**src/rtl/spart_word_link_pkg.sv**
```systemverilog
// Shared types and defaults for the word-to-byte framing between the processor and spart.
// Byte order on the serial link is little-endian: byte 0 travels first.
package spart_link_pkg;

  typedef enum logic [1:0] {
    IDLE,
    SEND,
    GAP
  } tx_state_t;

  localparam int BYTES_PER_WORD      = 4;
  localparam int DEFAULT_BYTE_CYCLES = 52100;
  localparam int DEFAULT_RX_TIMEOUT  = 208400;

  function automatic logic [7:0] wordByte(input logic [31:0] word, input logic [1:0] idx);
    return word[8*idx +: 8];
  endfunction

endpackage

```
**src/rtl/spart_word_rx.sv**
```systemverilog
// Receive side: detects spart_rda rising edges, assembles four bytes into a word,
// and drops a partial word that stalls for RX_TIMEOUT cycles.
module spart_word_rx
  import spart_link_pkg::*;
#(
  parameter int RX_TIMEOUT = DEFAULT_RX_TIMEOUT
) (
  input  logic        sys_clk,
  input  logic        rst_n,
  input  logic        spart_rda,
  input  logic [7:0]  spart_rxdata,
  output logic        rx_valid,
  output logic [31:0] rx_data,
  output logic        rx_err
);

  localparam int          TW        = $clog2(RX_TIMEOUT + 1);
  localparam logic [1:0]  LAST_BYTE = 2'(BYTES_PER_WORD - 1);

  logic          rdaQ_q;
  logic [1:0]    idx_q;
  logic [31:0]   lanes_q;
  logic [TW-1:0] timer_q;
  logic [31:0]   rxData_q;
  logic          rxValid_q;
  logic          rxErr_q;
  logic          byteAccept;
  logic          expire;

  assign byteAccept = spart_rda & ~rdaQ_q;
  assign expire     = (idx_q != 2'd0) && (timer_q == TW'(RX_TIMEOUT - 1));

  // An accepted byte takes priority over a timeout landing in the same cycle.
  always_ff @(posedge sys_clk) begin
    if (!rst_n) begin
      rdaQ_q    <= 1'b0;
      idx_q     <= 2'd0;
      lanes_q   <= '0;
      timer_q   <= '0;
      rxData_q  <= '0;
      rxValid_q <= 1'b0;
      rxErr_q   <= 1'b0;
    end else begin
      rdaQ_q    <= spart_rda;
      rxValid_q <= 1'b0;
      rxErr_q   <= 1'b0;
      if (byteAccept) begin
        timer_q <= '0;
        lanes_q[8*idx_q +: 8] <= spart_rxdata;
        if (idx_q == LAST_BYTE) begin
          rxData_q  <= {spart_rxdata, lanes_q[23:0]};
          rxValid_q <= 1'b1;
          idx_q     <= 2'd0;
        end else begin
          idx_q <= idx_q + 2'd1;
        end
      end else if (expire) begin
        idx_q   <= 2'd0;
        lanes_q <= '0;
        timer_q <= '0;
        rxErr_q <= 1'b1;
      end else if (idx_q != 2'd0) begin
        timer_q <= timer_q + TW'(1);
      end
    end
  end

  assign rx_valid = rxValid_q;
  assign rx_data  = rxData_q;
  assign rx_err   = rxErr_q;

endmodule

```
**src/rtl/spart_word_link.sv**
```systemverilog
// Word-level framing stage: TX splits a 32-bit word into four paced spart_txsend strobes,
// RX (in spart_word_rx) rebuilds words from received bytes.
module spart_word_link
  import spart_link_pkg::*;
#(
  parameter int BYTE_CYCLES = DEFAULT_BYTE_CYCLES,
  parameter int RX_TIMEOUT  = DEFAULT_RX_TIMEOUT
) (
  input  logic        sys_clk,
  input  logic        rst_n,
  input  logic        tx_valid,
  input  logic [31:0] tx_data,
  output logic        tx_ready,
  output logic        spart_txsend,
  output logic [7:0]  spart_txdata,
  input  logic        spart_rda,
  input  logic [7:0]  spart_rxdata,
  output logic        rx_valid,
  output logic [31:0] rx_data,
  output logic        rx_err
);

  localparam int         GW        = $clog2(BYTE_CYCLES);
  localparam logic [1:0] LAST_BYTE = 2'(BYTES_PER_WORD - 1);

  tx_state_t     txState_q, txState_d;
  logic [31:0]   word_q;
  logic [1:0]    byteIdx_q;
  logic [GW-1:0] gapCnt_q;
  logic [7:0]    txByte_q;

  always_ff @(posedge sys_clk) begin
    if (!rst_n) txState_q <= IDLE;
    else        txState_q <= txState_d;
  end

  always_comb begin
    txState_d = txState_q;
    case (txState_q)
      IDLE:    if (tx_valid) txState_d = SEND;
      SEND:    txState_d = GAP;
      GAP:     if (gapCnt_q == '0) txState_d = (byteIdx_q == LAST_BYTE) ? IDLE : SEND;
      default: txState_d = IDLE;
    endcase
  end

  always_comb begin
    tx_ready     = (txState_q == IDLE);
    spart_txsend = (txState_q == SEND);
  end

  // The outgoing byte is loaded one edge ahead of SEND and then held until the next strobe.
  always_ff @(posedge sys_clk) begin
    if (!rst_n) begin
      word_q    <= '0;
      byteIdx_q <= 2'd0;
      gapCnt_q  <= '0;
      txByte_q  <= '0;
    end else begin
      case (txState_q)
        IDLE: begin
          if (tx_valid) begin
            word_q    <= tx_data;
            byteIdx_q <= 2'd0;
            txByte_q  <= tx_data[7:0];
          end
        end
        SEND: gapCnt_q <= GW'(BYTE_CYCLES - 1);
        GAP: begin
          if (gapCnt_q != '0) begin
            gapCnt_q <= gapCnt_q - GW'(1);
          end else if (byteIdx_q != LAST_BYTE) begin
            byteIdx_q <= byteIdx_q + 2'd1;
            txByte_q  <= wordByte(word_q, byteIdx_q + 2'd1);
          end
        end
        default: ;
      endcase
    end
  end

  assign spart_txdata = txByte_q;

  spart_word_rx #(
    .RX_TIMEOUT(RX_TIMEOUT)
  ) u_rx (
    .sys_clk     (sys_clk),
    .rst_n       (rst_n),
    .spart_rda   (spart_rda),
    .spart_rxdata(spart_rxdata),
    .rx_valid    (rx_valid),
    .rx_data     (rx_data),
    .rx_err      (rx_err)
  );

endmodule

```
**config.mk**
```make
export PLATFORM = sky130hd
export DESIGN_NAME = spart_word_link
export DESIGN_NICKNAME = d
export VERILOG_FILES = /design/src/rtl/spart_word_link_pkg.sv /design/src/rtl/spart_word_rx.sv /design/src/rtl/spart_word_link.sv
export SDC_FILE = /design/constraint.sdc
export NUM_CORES = 1
export LEC_CHECK = 0
export ABC_AREA = 1
export CORE_ASPECT_RATIO = 0.9
export CORE_UTILIZATION = 42
export DETAILED_ROUTE_END_ITERATION = 8
export PLACE_DENSITY = 0.62
export SETUP_SLACK_MARGIN = 0.15
export SYNTH_ARGS = -nofsm -noshare
export SYNTH_HDL_FRONTEND = slang
export SYNTH_SLANG_ARGS = --single-unit
```
**constraint.sdc**
```tcl
create_clock -name sys_clk -period 2 [get_ports sys_clk]
set_input_delay 0.4 -clock sys_clk [delete_from_list [all_inputs] [get_ports sys_clk]]
set_output_delay 0.4 -clock sys_clk [all_outputs]
set_load 0.005 [all_outputs]
```
# --- Word level (Yosys, flattened, before mapping) ---
# Cells that the tools add are included.
word_totals:
  ff_bits: 147
  inputBits: 44
  wordCells: 72
op_classes:
  addsub: 5
  eq_ne: 11
  shift: 3
  mux: 22
  n_bitwise: 3
  reduce_logical: 16
op_table:
  columns: ["cell", "count"]
  rows:
  - ["$mux W32", 2]
  - ["$neg A5 Y34", 1]
  - ["$shift A8 B34 Y32 const A", 1]
  - ["$shiftx A8 B34 Y32", 1]
  - ["$bwmux W32", 1]
  - ["$pmux W16 S2", 1]
  - ["$shiftx A32 B6 Y8", 1]
  - ["$mux W8", 3]
  - ["$add A18 B1 Y18 const B", 1]
  - ["$eq A18 B18 Y1 const B", 1]
  - ["$logic_not A16 Y1", 1]
  - ["$mux W16", 1]
  - ["$mux W2", 8]
  - ["$pmux W8 S2", 1]
  - ["$reduce_bool A16 Y1", 1]
  - ["$sub A16 B1 Y16 const B", 1]
  - ["$ne A2 B2 Y1 const B", 6]
  - ["$reduce_and A2 Y1", 5]
  - ["$reduce_bool A2 Y1", 4]
  - ["$eq A2 B2 Y1 const B", 3]
  - ["$pmux W2 S3", 1]
  - ["$add A2 B1 Y2 const B", 2]
  - ["$pmux W2 S2", 1]
  - ["$reduce_and A4 Y1", 1]
  - ["other kinds (8)", 11]

# --- Longest topological paths before layout ---
logic_depth:
  depth_word: 5
  depth_mapped: 12
  mapped_depth_nobuf: 11

# --- Cells and area by module ---
# From an unflattened synthesis, not the netlist that was laid out.
hier_totals:
  hier_cells: 866
  area_unflattened_um2: 6267.3
modules_own_cells:
  columns: ["mod", "instances", "cells_per_inst", "area_per_inst_um2", "seq_area_each_um2"]
  rows:
  - ["spart_word_rx", 1, 424, 3300.7, 1581.5]
  - ["spart_word_link", 1, 442, 2966.6, 1201.2]

# --- Least setup slack after synthesis ---
# OpenSTA, ideal clock, no wires.
synth_path:
  kind: "reg2reg"
  from: "reg u_rx.idx_q[0]"
  to: "reg u_rx.lanes_q[16]"
  setup_ns: 0.132
  t_arrival_ns: 1.614
  path_slack_ns: 0.254
  path_stages_with_launch: 9
  path_buffers: 2
  period_less_slack_ns: 1.746
  path_cell_list: "dfxtp_1 > inv_1 > ha_1 > buf_2 > nor2_2 > nand4_2 > buf_6 > nand3_1 > a21oi_1"
synth_between:
  elab_chain_len: 4
  elab_cells_between_ends: 8
  classes_between: "add/sub: 1; shift: 2; mux: 2; reduce/logical: 3"
synth_rtl:
  columns: ["item", "line", "rtl"]
  rows:
  - ["from (decl)", "spart_word_rx.sv:21", "logic [1:0] idx_q;"]
  - ["from (signal assigned)", "spart_word_rx.sv:55", "idx_q <= idx_q + 2'd1;"]
  - ["$neg A5 Y34", "spart_word_rx.sv:49", "lanes_q[8*idx_q +: 8] <= spart_rxdata;"]
  - ["$shiftx A8 B34 Y32 / $shift A8 B34 Y32 (equally long branches)", "spart_word_rx.sv:49", null]
  - ["$bwmux W32", "spart_word_rx.sv:49", null]
  - ["$mux W32", "spart_word_rx.sv:47", "if (byteAccept) begin"]
  - ["to (signal, indexed assignment)", "spart_word_rx.sv:49", null]
  - ["to (decl)", "spart_word_rx.sv:22", "logic [31:0] lanes_q;"]
# Several ways; a longest one is shown, not always the timed one.
# A chain may end at the register's enable or synchronous reset.

# --- Final worst setup path ---
layout_path:
  from: "reg txByte_q[5], in the netlist spart_txdata[5]"
  to: "out spart_txdata[5]"
layout_rtl:
  columns: ["item", "line", "rtl"]
  rows:
  - ["from (decl)", "spart_word_link.sv:30", "logic [7:0] txByte_q;"]
  - ["from (signal assigned)", "spart_word_link.sv:65", "txByte_q <= tx_data[7:0];"]
  - ["from (signal assigned)", "spart_word_link.sv:74", "txByte_q <= wordByte(word_q, byteIdx_q + 2'd1);"]
  - ["to (decl)", "spart_word_link.sv:15", "output logic [7:0] spart_txdata,"]
# No word-level cell between the ends.

==> results.py <==
metrics = {
    "critical_path": {
        "worstRegToRegCells": 7,
        "cp.arrival_ns": 1.32,
        "critPathBufInv": 1,
        "crit_family": "buffers and inverters",
        "r2r_setup_slack_ns": 0.31,
        "critPathKind": "reg2out",
        "required_ns": 1.60,
        "cp_slowest_stage_delay_ns": 0.52,
        "r2r_end": "u_rx.lanes_q[4]",
        "endpoint_kind": "output port",
        "crit_path_start_kind": "register",
        "cpMaxStageDelayCell": "clkdlybuf4s50_1",
        "cp_cell_sequence": "clkdlybuf4s50_1",
        "r2r_start": "u_rx.idx_q[0]",
        "worst-path-max-fanout": 2,
    },
    "min_path": {
        "hold_depth": 2,
        "min_path_type": "reg2reg",
        "hold_path_end": "word_q[7]",
        "min-delay-start": "word_q[7]",
    },
    "timing": {
        "setup_tns_ns": 0,
        "setup_viol": 0,
        "period_share": 0.8610,
        "relSlewSlack": 0.6500,
        "rsz0062_at_grt": "true",
        "holdWs_ns": 0.4527,
        "skew_ns": 0.007411,
        "slew_violations": 0,
        "tightest_slew_ns": 0.5244,
        "hold_viol_final": 0,
        "fin_crit_ns": 1.722,
        "max_freq_mhz": 580.7,
    },
    "clocking": {
        "path_clk_slew_ns": 0.06,
        "cts_tree": "yes",
        "cts_max_level": 4,
        "clock_latency_ns": 0.42,
        "cts.path.max_buffers": 2,
        "cts_buffers": 17,
        "clockRootBuffer": "clkbuf_16",
        "cts_num_sinks": 139,
        "hold_buffers": 0,
    },
    "logic_synthesis": {
        "syn_inst": 876,
        "synth_top_area_frac": 0.4483,
        "yosysTopAreaCell": "dfxtp_1",
        "syn_nets": 927,
        "ys.flop_type": "dfxtp_1",
        "synth-edff-count": 0,
        "synthDistinctLibCells": 36,
        "yosysSeqAreaShare": 0.4483,
        "syn_avg_cell_area_um2": 7.086,
        "synthArstFlopShare": 0,
        "synth-seq-cells": 139,
        "synth.area.top_cells": "dfxtp_1, nand2_1, a21oi_1",
        "yosys_warnings": 0,
        "synthesis.area_mm2": 0.006207,
    },
    "global_routing": {
        "grt_pass1_wl_mm": 26.59,
        "grt_util_all_layers": 0.2197,
        "antenna_found_initial": 0,
        "grt_max_degree": 35,
        "grt_pass1_vias": 5436,
        "grt_overflow": 0,
    },
    "pwr": {
        "p_int_mw": 6.006,
        "power_density_mw_per_mm2": 1100,
        "vdd_drop_max_uv": 620.0,
        "p_sw_mw": 2.804,
        "clock_power_share": 0.384,
        "leakage_nw": 3.085,
        "power_switching_share": 0.3183,
        "p_comb_frac": 0.249,
        "seq_power_share": 0.366,
    },
    "routing": {
        "postRouteAntennaNets": 0,
        "num_vias": 5741,
        "drtIter0Drc": 307,
        "first_pass_iters": 5,
        "totalWireLength_mm": 15.43,
        "viasPerCell": 4.903,
        "wl_per_cell_um": 13.17,
        "drcViolationCount": 0,
    },
    "placement": {
        "dp_hpwl_mm": 10.82,
        "portBuffers": 87,
        "place_congestion": 0.8180,
    },
    "floorplanning": {
        "start_util": 0.4368,
        "die_area_mm2": 0.01527,
        "ios": 88,
        "rows": 41,
        "die_h_um": 117.3,
        "die_w_um": 130.1,
        "coreArea_mm2": 0.01421,
    },
    "cells_and_area": {
        "final_util": 0.5636,
        "drive_gt1_frac": 0.1002,
        "final_cell_mix": "nand2_1, dfxtp_1, a21oi_1",
        "antennaDiodeCount": 0,
        "syn_to_final_growth_pct": 29.03,
        "fillers": 1382,
        "finalNetCount": 1016,
        "final_common_cell": "nand2_1",
    },
    "status": {
        "status": "finished clean",
    },
    "run": {
        "maxCapViolCount": 0,
    },
}
-- state kept, by name (all words and copies together) (netlist names), 2 cells and up --
signal        cells
gapCnt_q         16
u_rx.timer_q     18
spart_txdata      8
u_rx.rx_data     32
u_rx.lanes_q     24
word_q           32
txState_q         2
byteIdx_q         2
u_rx.idx_q        2
-- synth_stat cells (4+ instances only) --
cell      number
buf_6          4
ha_1           7
nor2_1        85
a21oi_1      115
nand3_1       88
nand4_1        4
nor3_1        11
o21ai_0       49
o211ai_1       8
nor2_2        14
inv_1         70
clkbuf_1      29
buf_2         11
dfxtp_1      139
nand2_1      208
nand2_2        4
-- what timing repair did --
item,in CTS,in global routing
endpoints found under the setup margin,2,24
cloned,0,0
resized for setup,3,7
setup buffers,0,0
-- final cells by class --
cell class              instances  area (um^2)  share of cell area
clock buffers                  19        442.9             0.05530
flip-flops and latches        139         2783              0.3474
repair buffers                116         1127              0.1408
inverters                      73        276.5             0.03453
well taps                     193        241.5             0.03015
multi-input cells             618         2952              0.3685
clock inverters                13        186.4             0.02328
-- layer usage --
metal / routed length, um / track usage / vias up
li1: - / - / 3035
met5: 0 / 0 / -
met3: 612 / 0.05383 / 19
met4: 231 / 0.07558 / 0
met1: 8049 / 0.3201 / 2585
met2: 6534 / 0.3112 / 102
-- power by group through the flow --
stage / sequential [mW] / clock, mW / combinational [mW]
after floorplan: 3.24 / 0 / 1.65
after global placement: 3.28 / 0 / 2.15
after detailed placement: 3.28 / 0 / 2.17
after CTS: 3.23 / 3.43 / 2.19
after global routing: 3.26 / 3.57 / 2.53
final: 3.23 / 3.39 / 2.20
-- worst max path at each step --
stage	depth (start not counted)	slack, ns	to	from
after floorplan	8	0.25	u_rx.lanes_q[16]	u_rx.idx_q[0]
after global placement	7	0.01	u_rx.lanes_q[18]	spart_rda
after detailed placement	8	-0.02	u_rx.lanes_q[9]	spart_rda
after CTS	2	0.17	tx_ready	txState_q[1]
after global routing	9	0.13	u_rx.timer_q[17]	u_rx.idx_q[1]
final	1	0.28	spart_txdata[5]	spart_txdata[5]
-- worst reg2reg max path: stages, from the launching register on --
cell	delay, ns
dfxtp_1	0.31
inv_1	0.12
ha_2	0.33
buf_4	0.22
nand2_2	0.09
nor3_4	0.25
nand2_1	0.11
a21oi_1	0.18
-- stage by stage --
stage / std cells / area [um^2] / setup slack, ns / total power [mW]
2_1_floorplan: 876 / 6207 / 0.2541 / 4.884
3_3_place_gp: 1139 / 7351 / 0.01272 / 5.433
3_5_place_dp: 1139 / 7351 / -0.02109 / 5.448
4_1_cts: 1171 / 7984 / 0.1656 / 8.844
5_1_grt: 1171 / 8009 / 0.1297 / 9.363
6_report: 1171 / 8009 / 0.2781 / 8.810
-- kinds of logic after synthesis --
logic type      Yosys count  synth area share
flops                   139            0.4483
simple gates            432            0.3066
compound gates          175            0.1449
buf+inv                 119           0.08042
fa+ha+maj                 7           0.01411
xor+xnor                  4          0.005645
Note: power is estimated with default switching activity, not from simulation.
